==> src/rtl/vga_pkg.sv <==
// Shared types and constants for the VGA framebuffer arbiter.
package vga_pkg;

  // Owner of a RAM read slot, carried alongside the read until its data returns.
  typedef enum logic [1:0] {
    OWN_NONE    = 2'd0,
    OWN_DISP    = 2'd1,
    OWN_HOST_RD = 2'd2
  } fb_owner_t;

  // Cycles from a granted read request to its returned data.
  localparam int FB_RD_LAT = 2;

  // 16-bit increment that sticks at all-ones instead of wrapping.
  function automatic logic [15:0] sat_inc16(input logic [15:0] v);
    return (v == 16'hFFFF) ? v : v + 16'd1;
  endfunction

endpackage

==> src/rtl/vga_fb_arbiter_if.sv <==
// Host read/write port of the framebuffer arbiter.
//
// Handshake: the host raises host_req with host_we/host_addr/host_wdata and
// holds all of them stable until it sees host_ack high for one cycle; host_req
// is ignored in that ack cycle, so the host may keep it high there and drop it
// (or present the next request) afterwards. For a read, host_rvalid pulses one
// cycle after host_ack, with host_rdata valid only in that cycle.
interface vga_fb_arbiter_if #(
  parameter int ADDR_W = 13,
  parameter int DATA_W = 8
);
  logic              host_req;
  logic              host_we;
  logic [ADDR_W-1:0] host_addr;
  logic [DATA_W-1:0] host_wdata;
  logic              host_ack;
  logic              host_rvalid;
  logic [DATA_W-1:0] host_rdata;

  modport master (
    output host_req, host_we, host_addr, host_wdata,
    input  host_ack, host_rvalid, host_rdata
  );

  modport slave (
    input  host_req, host_we, host_addr, host_wdata,
    output host_ack, host_rvalid, host_rdata
  );
endinterface

==> src/rtl/fb_tag_pipe.sv <==
// Shift register carrying the owner tag of each issued RAM read until the
// cycle its data comes back; reset flushes every in-flight tag.
module fb_tag_pipe
  import vga_pkg::*;
#(
  parameter int DEPTH = FB_RD_LAT
) (
  input  logic      clk,
  input  logic      reset_n,
  input  fb_owner_t tag_in,
  output fb_owner_t tag_out
);

  fb_owner_t stage [DEPTH];

  // Shift tags one stage per cycle; asynchronous reset empties the pipe.
  always_ff @(posedge clk or negedge reset_n) begin
    if (!reset_n) begin
      for (int i = 0; i < DEPTH; i++) stage[i] <= OWN_NONE;
    end else begin
      stage[0] <= tag_in;
      for (int i = 1; i < DEPTH; i++) stage[i] <= stage[i-1];
    end
  end

  assign tag_out = stage[DEPTH-1];

endmodule

==> src/rtl/vga_fb_arbiter.sv <==
// Single-port framebuffer arbiter: display reads always win and return with a
// fixed latency; the host takes the remaining slots (writes optionally only in
// vertical blanking) and its waiting time is tracked for starvation reporting.
module vga_fb_arbiter
  import vga_pkg::*;
#(
  parameter int ADDR_W           = 13,
  parameter int DATA_W           = 8,
  parameter bit WR_IN_BLANK_ONLY = 1'b1,
  parameter int HOST_MAX_WAIT    = 64
) (
  input  logic              clk,
  input  logic              reset_n,
  input  logic              vblank,
  input  logic              disp_req,
  input  logic [ADDR_W-1:0] disp_addr,
  output logic              disp_valid,
  output logic [DATA_W-1:0] disp_rdata,
  vga_fb_arbiter_if.slave   host,
  output logic              host_starve,
  input  logic              starve_clr,
  output logic [15:0]       wait_max,
  output logic [ADDR_W-1:0] mem_addr,
  output logic              mem_we,
  output logic [DATA_W-1:0] mem_wdata,
  input  logic [DATA_W-1:0] mem_rdata
);

  localparam logic [15:0] MAX_WAIT = 16'(HOST_MAX_WAIT);

  logic        host_ack_q;
  logic        host_eligible;
  logic        host_grant;
  logic        host_waiting;
  logic        starve_evt;
  logic [15:0] wait_cnt;
  logic [15:0] wait_nxt;
  fb_owner_t   issue_tag;
  fb_owner_t   return_tag;

  // A held request is ignored during its own ack cycle to avoid a double grant;
  // writes may additionally be held off until vertical blanking.
  assign host_eligible = host.host_req && !host_ack_q &&
                         (!host.host_we || !WR_IN_BLANK_ONLY || vblank);

  // Pick this cycle's owner: display first, then an eligible host request.
  always_comb begin
    host_grant = 1'b0;
    issue_tag  = OWN_NONE;
    if (disp_req) begin
      issue_tag = OWN_DISP;
    end else if (host_eligible) begin
      host_grant = 1'b1;
      issue_tag  = host.host_we ? OWN_NONE : OWN_HOST_RD;
    end
  end

  // Register the RAM command of the winning owner; idle cycles keep the address.
  always_ff @(posedge clk or negedge reset_n) begin
    if (!reset_n) begin
      mem_addr   <= '0;
      mem_we     <= 1'b0;
      mem_wdata  <= '0;
      host_ack_q <= 1'b0;
    end else begin
      host_ack_q <= host_grant;
      if (disp_req) begin
        mem_addr <= disp_addr;
        mem_we   <= 1'b0;
      end else if (host_grant) begin
        mem_addr  <= host.host_addr;
        mem_we    <= host.host_we;
        mem_wdata <= host.host_wdata;
      end else begin
        mem_we <= 1'b0;
      end
    end
  end

  fb_tag_pipe #(.DEPTH(FB_RD_LAT)) u_tag_pipe (
    .clk     (clk),
    .reset_n (reset_n),
    .tag_in  (issue_tag),
    .tag_out (return_tag)
  );

  // Returned data goes to whichever side owns the slot; the other sees zero.
  always_comb begin
    disp_valid       = (return_tag == OWN_DISP);
    host.host_rvalid = (return_tag == OWN_HOST_RD);
    disp_rdata       = disp_valid ? mem_rdata : '0;
    host.host_rdata  = host.host_rvalid ? mem_rdata : '0;
  end

  assign host.host_ack = host_ack_q;

  // Wait accounting: a pending host request that was neither granted nor
  // being acked counts as one wait cycle.
  always_comb begin
    host_waiting = host.host_req && !host_ack_q && !host_grant;
    wait_nxt     = wait_cnt;
    if (host_grant)        wait_nxt = '0;
    else if (host_waiting) wait_nxt = sat_inc16(wait_cnt);
    starve_evt = host_waiting && (wait_cnt == MAX_WAIT - 16'd1);
  end

  // Wait counter, its running maximum and the sticky starvation flag; a
  // starvation event beats a simultaneous clear.
  always_ff @(posedge clk or negedge reset_n) begin
    if (!reset_n) begin
      wait_cnt    <= '0;
      wait_max    <= '0;
      host_starve <= 1'b0;
    end else begin
      wait_cnt <= wait_nxt;
      if (starve_clr)               wait_max <= '0;
      else if (wait_nxt > wait_max) wait_max <= wait_nxt;
      if (starve_evt)      host_starve <= 1'b1;
      else if (starve_clr) host_starve <= 1'b0;
    end
  end

endmodule

==> src/flat_wrapper.sv <==
// flat-port wrapper written by rule: the top's interface ports become plain ports
module vga_fb_arbiter_flat import vga_pkg::*;
#(
  parameter int ADDR_W           = 13,
  parameter int DATA_W           = 8,
  parameter bit WR_IN_BLANK_ONLY = 1'b1,
  parameter int HOST_MAX_WAIT    = 64
)
  (clk, reset_n, vblank, disp_req, disp_addr, disp_valid, disp_rdata, host_starve, starve_clr, wait_max, mem_addr, mem_we, mem_wdata, mem_rdata, host_host_req, host_host_we, host_host_addr, host_host_wdata, host_host_ack, host_host_rvalid, host_host_rdata);
  vga_fb_arbiter_if #(.ADDR_W(ADDR_W), .DATA_W(DATA_W)) host_i ();
  input  logic clk;
  input  logic reset_n;
  input  logic vblank;
  input  logic disp_req;
  input  logic [ADDR_W-1:0] disp_addr;
  output logic disp_valid;
  output logic [DATA_W-1:0] disp_rdata;
  output logic host_starve;
  input  logic starve_clr;
  output logic [15:0] wait_max;
  output logic [ADDR_W-1:0] mem_addr;
  output logic mem_we;
  output logic [DATA_W-1:0] mem_wdata;
  input  logic [DATA_W-1:0] mem_rdata;
  input wire logic [$bits(host_i.host_req)-1:0] host_host_req;
  input wire logic [$bits(host_i.host_we)-1:0] host_host_we;
  input wire logic [$bits(host_i.host_addr)-1:0] host_host_addr;
  input wire logic [$bits(host_i.host_wdata)-1:0] host_host_wdata;
  output wire logic [$bits(host_i.host_ack)-1:0] host_host_ack;
  output wire logic [$bits(host_i.host_rvalid)-1:0] host_host_rvalid;
  output wire logic [$bits(host_i.host_rdata)-1:0] host_host_rdata;
  assign host_i.host_req = host_host_req;
  assign host_i.host_we = host_host_we;
  assign host_i.host_addr = host_host_addr;
  assign host_i.host_wdata = host_host_wdata;
  assign host_host_ack = host_i.host_ack;
  assign host_host_rvalid = host_i.host_rvalid;
  assign host_host_rdata = host_i.host_rdata;
  vga_fb_arbiter #(.ADDR_W(ADDR_W), .DATA_W(DATA_W), .WR_IN_BLANK_ONLY(WR_IN_BLANK_ONLY), .HOST_MAX_WAIT(HOST_MAX_WAIT)) u_core (.clk(clk), .reset_n(reset_n), .vblank(vblank), .disp_req(disp_req), .disp_addr(disp_addr), .disp_valid(disp_valid), .disp_rdata(disp_rdata), .host(host_i), .host_starve(host_starve), .starve_clr(starve_clr), .wait_max(wait_max), .mem_addr(mem_addr), .mem_we(mem_we), .mem_wdata(mem_wdata), .mem_rdata(mem_rdata));
endmodule
==> config.mk <==
export PLATFORM = sky130hd
export DESIGN_NAME = vga_fb_arbiter_flat
export DESIGN_NICKNAME = d
export VERILOG_FILES = /design/src/rtl/vga_pkg.sv /design/src/rtl/vga_fb_arbiter_if.sv /design/src/rtl/fb_tag_pipe.sv /design/src/rtl/vga_fb_arbiter.sv /design/src/flat_wrapper.sv
export SDC_FILE = /design/constraint.sdc
export NUM_CORES = 1
export LEC_CHECK = 0
export CAP_MARGIN = 25
export CORE_MARGIN = 2
export CORE_UTILIZATION = 40
export CTS_BUF_LIST = sky130_fd_sc_hd__clkbuf_8 sky130_fd_sc_hd__clkbuf_16
export DETAILED_ROUTE_END_ITERATION = 8
export PLACE_DENSITY = 0.73
export SYNTH_ARGS = -nofsm -noshare
export SYNTH_HDL_FRONTEND = slang
export SYNTH_SLANG_ARGS = --single-unit
==> constraint.sdc <==
create_clock -name clk -period 3.3 [get_ports clk]
set_input_delay 0.33 -clock clk [delete_from_list [all_inputs] [get_ports clk]]
set_output_delay 0.33 -clock clk [all_outputs]
set_load 0.02 [all_outputs]
# After elaboration in Yosys (flattened, before gate mapping)
# Cells that the tools add are included.
[classes]
eq_ne = 4
magnitude_cmp = 1
bitwise = 1
reduce_logical = 12
n_mux = 18
add_sub_neg = 1
[ops]
columns = ["operator", "count"]
rows = [
  ["$mux 16", 5],
  ["$mux 13", 2],
  ["$add 16x1->16 const B", 1],
  ["$eq 16x16->1 const B", 1],
  ["$eq 16x6->1 const B", 1],
  ["$gt 16x16->1", 1],
  ["$mux 8", 2],
  ["$mux 1", 6],
  ["$mux 2", 3],
  ["$reduce_bool 2->1", 3],
  ["$logic_and 1x1->1", 4],
  ["$logic_not 1->1", 3],
  ["$eq 2x1->1 const B", 1],
  ["$eq 2x2->1 const B", 1],
  ["$reduce_and 2->1", 1],
  ["$logic_or 1x1->1", 1],
  ["$not 1->1", 1],
]
[totals]
input_bits = 49
reg_bits = 60
output_inout_bits = 58
word_cells = 46

# Depth between registers and ports, before layout
[depth]
depth_word = 12
ltp_mapped = 17
mapped_depth_nobuf = 15

# Cells and area by module
# From an unflattened synthesis, not the netlist that was laid out.
[hier_totals]
hier_cells = 360
area_unflattened_um2 = 3438.3
[by_module_without_submodules]
columns = ["module", "area_each_um2", "cells_each", "instances", "seq_area_each_um2"]
rows = [
  ["vga_fb_arbiter", 3323.2, 354, 1, 1401.3],
  ["fb_tag_pipe", 115.1, 6, 1, 100.1],
]

# Worst setup path before layout
# No wires, ideal clock.
[synth_path]
kind = "register -> register"
startpoint = "reg u_core.host_ack_q, in the netlist u_core.host.host_ack"
endpoint = "reg u_core.wait_max[12]"
synth_period_minus_slack_ns = 3.752
t_required_ns = 3.175
stages_incl_launch_ff = 18
arrival_time_ns = 3.627
setup_slack_ns = -0.452
path_buffers = 5
setup_ns = 0.125
path_cell_list = "dfrtp_1 -> nor2b_1 -> clkbuf_1 -> nand3_1 -> inv_1 -> clkbuf_1 -> clkbuf_1 -> clkbuf_1 -> nor2_1 -> ha_1 -> a21oi_1 -> o21ai_0 -> nor2_1 -> nor2_1 -> nand3_1 -> a21oi_4 -> buf_12 -> mux2_4"
[synth_via]
elab_chain_len = 11
elab_cells_between_ends = 13
cone_classes = "1 x order compare; 6 x mux; 6 x reduce/logical"
[synth_rtl]
columns = ["element", "line_no", "source"]
rows = [
  ["from (decl)", "vga_fb_arbiter.sv:31", "logic host_ack_q;"],
  ["from (signal assigned)", "vga_fb_arbiter.sv:66", "host_ack_q <= host_grant;"],
  ["$logic_not 1->1 *", "vga_fb_arbiter.sv:43", "assign host_eligible = host.host_req && !host_ack_q &&"],
  ["$logic_and 1x1->1 * (2 in series)", "vga_fb_arbiter.sv:43", ""],
  ["$mux 1 *", "vga_fb_arbiter.sv:52", "end else if (host_eligible) begin"],
  ["$mux 1 *", "vga_fb_arbiter.sv:50", "if (disp_req) begin"],
  ["named net u_core.host_grant", "vga_fb_arbiter.sv:33", "logic host_grant;"],
  ["$logic_not 1->1", "vga_fb_arbiter.sv:100", "host_waiting = host.host_req && !host_ack_q && !host_grant;"],
  ["$logic_and 1x1->1", "vga_fb_arbiter.sv:100", ""],
  ["$mux 16", "vga_fb_arbiter.sv:103", "else if (host_waiting) wait_nxt = sat_inc16(wait_cnt);"],
  ["$mux 16 *", "vga_fb_arbiter.sv:102", "if (host_grant) wait_nxt = '0;"],
  ["named net u_core.wait_nxt[5]", "vga_fb_arbiter.sv:37", "logic [15:0] wait_nxt;"],
  ["$gt 16x16->1 *", "vga_fb_arbiter.sv:117", "else if (wait_nxt > wait_max) wait_max <= wait_nxt;"],
  ["$reduce_bool 2->1 (no source line) *", "n/a", ""],
  ["to (signal assigned)", "vga_fb_arbiter.sv:117", ""],
  ["to (decl)", "vga_fb_arbiter.sv:22", "output logic [15:0] wait_max,"],
]
# The timed path passes the listed nets; every way through them passes the cells marked *. The select of a mux whose other input is x is not followed.
# A chain may end at the register's enable or synchronous reset.

# Worst setup path in the final report
[layout_path]
startpoint = "reg u_core.wait_cnt[3]"
endpoint = "reg u_core.wait_max[12]"
[layout_via]
elab_chain_len = 6
elab_cells_between_ends = 9
cone_classes = "1 x add/sub; 1 x order compare; 1 x eq/ne; 5 x mux; 1 x reduce/logical"
[layout_rtl]
columns = ["element", "line_no", "source"]
rows = [
  ["from (decl)", "vga_fb_arbiter.sv:36", "logic [15:0] wait_cnt;"],
  ["from (signal assigned)", "vga_fb_arbiter.sv:115", "wait_cnt <= wait_nxt;"],
  ["$add 16x1->16 or $eq 16x16->1 (tied branches)", "vga_pkg.sv:16", "return (v == 16'hFFFF) ? v : v + 16'd1;"],
  ["$mux 16 *", "vga_pkg.sv:16", ""],
  ["$mux 16 *", "vga_fb_arbiter.sv:103", ""],
  ["$mux 16 *", "vga_fb_arbiter.sv:102", ""],
  ["named net u_core.wait_nxt[9]", "vga_fb_arbiter.sv:37", ""],
  ["$gt 16x16->1 *", "vga_fb_arbiter.sv:117", ""],
  ["$reduce_bool 2->1 (no source line) *", "n/a", ""],
]
# Marked as above.

==> reports/qor.csv <==
metric;value;unit
synth_edf_count;0;
final_max_slew_viol_count;0;
start_util;41.30;%
die_w;96.11;µm
p_per_area;527.0;mW/mm²
fin_worst_skew;0.007258;ns
p_sw_share;30.65;%
vias_per_cell;4.981;
fillCellCount;680;
wl;9.069;mm
layout_setup_ws;-0.03227;ns
grt_pass1_wl;14.50;mm
power.total;2789;µW
netlist_area;0.003393;mm²
synth_compound_area_share;9.513;%
hpwl;6.919;mm
period_share;101.0;%
worst_setup_path_end_kind;register;
post-route-util;64.40;%
maxCapViolCount;0;
syn_nets;427;
cts_hold_buf;0;
die_area;0.009236;mm²
clkLatencyLatePin;0.34;ns
num_rows;33;
worst_ep_arrival_time;3.56;ns
status;finished, violations left;
fmax;300.1;MHz
final_cell_mix;clkdlybuf4s50_1, dfrtp_1, buf_4, nand2_1, nor2_1;
cts_tree;done;
peakVddDrop;0.6311;mV
min_path_type;in2async;
rsz0062_at_grt;true;
synth_cell_types;46;
netlist_instances;363;
synth_xor_xnor_area_share;2.581;%
synth_fa_ha_area_share;5.863;%
grt_max_degree;42;
yosysWarnings;0;
numClockSinks;60;
htreeDepth;3;
yosys.area_share.simple;23.86;%
grt_pass1_vias;3093;
sequentialPowerShare;30.7;%
cts_made_buffers;9;
cts-root-buf;clkbuf_8;
p_leak;0.002379;µW
die_h;96.11;µm
violations;negative setup slack;
grt-ovfl-total;0;
fp.coreArea;0.008217;mm²
ys_ff_latch;60;
tightest_slew;0.9149;ns
final_common_cell;clkdlybuf4s50_1;
diodes;0;
num_io_pins;107;
drive_above_1_share;20.60;%
synth_top_family_by_area;simple AND/OR/NAND/NOR gates;
final_nets;588;
ys_seq_area_share;44.25;%
grt_antenna_before_repair;0;
timing.hold.ws;0.1215;ns
cts.clk_slew.worst_paths;0.07;ns
port_buffers;106;
p_int;1934;µW
routedWlPerCell;14.30;µm
crit_required;3.53;ns
synth_ff_type;dfrtp_1;
period_needed;3.332;ns
drc;0;
ant_nets;0;
slew_headroom;39.00;%
worst_setup_path_start_kind;register;
critPathMaxFanout;10;
pwr-share-comb;40.6;%
avgSynthCellArea;9.348;µm²
synthMuxAreaShare;8.923;%
hold_viol;0;
setup-violations-final;9;
drt_pass1_iterations;4;
globalplace.congestion;0.8887;
drt_iter0_drc;224;
ys_async_sr_fraction;100.0;%
clockBufferDepth;2;
syn_to_final_growth;55.94;%
vias;3158;
path_class;reg2reg;
place_ws;-0.4484;ns
p_clk_share;28.6;%
switching_power;854.8;µW
grt_usage;20.60;%
## power groups by stage
stage	combinational (µW)	clock [µW]	sequential, µW
global route	1210	852	868
finish	1130	798	857
detailed placement	1070	0	869
global placement	1060	0	867
CTS	1080	818	856
floorplan	583	0	930
## synthesized netlist by cell type (all sizes together), types with 7 or more instances
cell type / n / area, µm²
a21oi: 13 / 87.58
and2: 18 / 112.6
clkbuf: 13 / 48.80
dfrtp: 60 / 1501
ha: 15 / 187.7
inv: 26 / 97.59
mux2: 7 / 82.57
mux2i: 22 / 220.2
nand2: 47 / 176.4
nand2b: 16 / 100.1
nand3: 8 / 45.04
nand4: 7 / 58.81
nor2: 30 / 112.6
nor3: 9 / 45.04
o21ai: 20 / 100.1
xnor2: 9 / 78.83
## critical path: stages, from the launching register on
cell	delay, ns
dfrtp_1	0.41
nand4_4	0.14
or2_2	0.29
a2111o_1	0.37
or3_1	0.41
a21oi_2	0.18
ha_1	0.28
a21o_1	0.17
maj3_2	0.32
a21oi_4	0.14
a21oi_4	0.07
buf_12	0.14
mux2_4	0.29
## final cells by class
type / count / area [µm²] / area share, %
multi-input combinational: 262 / 1808 / 34.17
timing repair buffer: 165 / 1515 / 28.64
sequential: 60 / 1501 / 28.38
tap: 105 / 131.4 / 2.483
clock buffer: 9 / 123.9 / 2.341
clock inverter: 7 / 113.9 / 2.152
inverter: 26 / 97.59 / 1.844
## registers in the layout, summed over array words and instances (netlist names), 2 cells and up
signal,cells
u_core.u_tag_pipe.tag_out,2
u_core.mem_wdata,8
u_core.u_tag_pipe.stage,2
u_core.wait_cnt,16
u_core.mem_addr,13
u_core.wait_max,16
## timing repair
item / CTS / global route
setup endpoints to repair: 15 / 16
buffers inserted: 5 / 2
resized for setup: 7 / 11
pin swaps: 9 / 5
## through the flow
stage	area [µm²]	TNS, ns	instances
2_1_floorplan	3412	0	363
3_3_place_gp	4921	-5.740	611
3_5_place_dp	4921	-6.457	611
4_1_cts	5224	0	632
5_1_grt	5291	-2.810	634
6_report	5291	-0.1367	634
## kinds of logic (layout without fill, tap and decap cells)
logic type	after synthesis	in the layout
AOI/OAI and AO/OA	49	49
buffers and inverters	41	207
xor gates and xnor gates	10	10
DFF	60	60
adders and majority gates	16	16
and+or+nand+nor	158	158
muxes	29	29
## metal layers
layer  GRT usage (%)  share of wire [%]  routed length (µm)  up-vias
li1                -                  -                   -     1560
met5               0                  0                   0        -
met2           33.39                 47                4226      121
met1           26.64                 43                3872     1466
met4           5.952                1.3                 114        0
met3           6.186                9.4                 856       11
## final timing paths
path | start | endpoint | slack (ns) | cells after the start
max | u_core.wait_cnt[3] | u_core.wait_max[12] | -0.03 | 12
max in group asynchronous | reset_n | u_core.host_starve | 2.47 | 2
max reg2reg | u_core.wait_cnt[3] | u_core.wait_max[12] | -0.03 | 12
min reg2reg | u_core.u_tag_pipe.stage[2] | u_core.u_tag_pipe.tag_out[0] | 0.35 | 0
min | reset_n | u_core.wait_max[6] | 0.12 | 1
min in group clk | u_core.u_tag_pipe.stage[2] | u_core.u_tag_pipe.tag_out[0] | 0.35 | 0
Power figures use the tool's default switching activity.
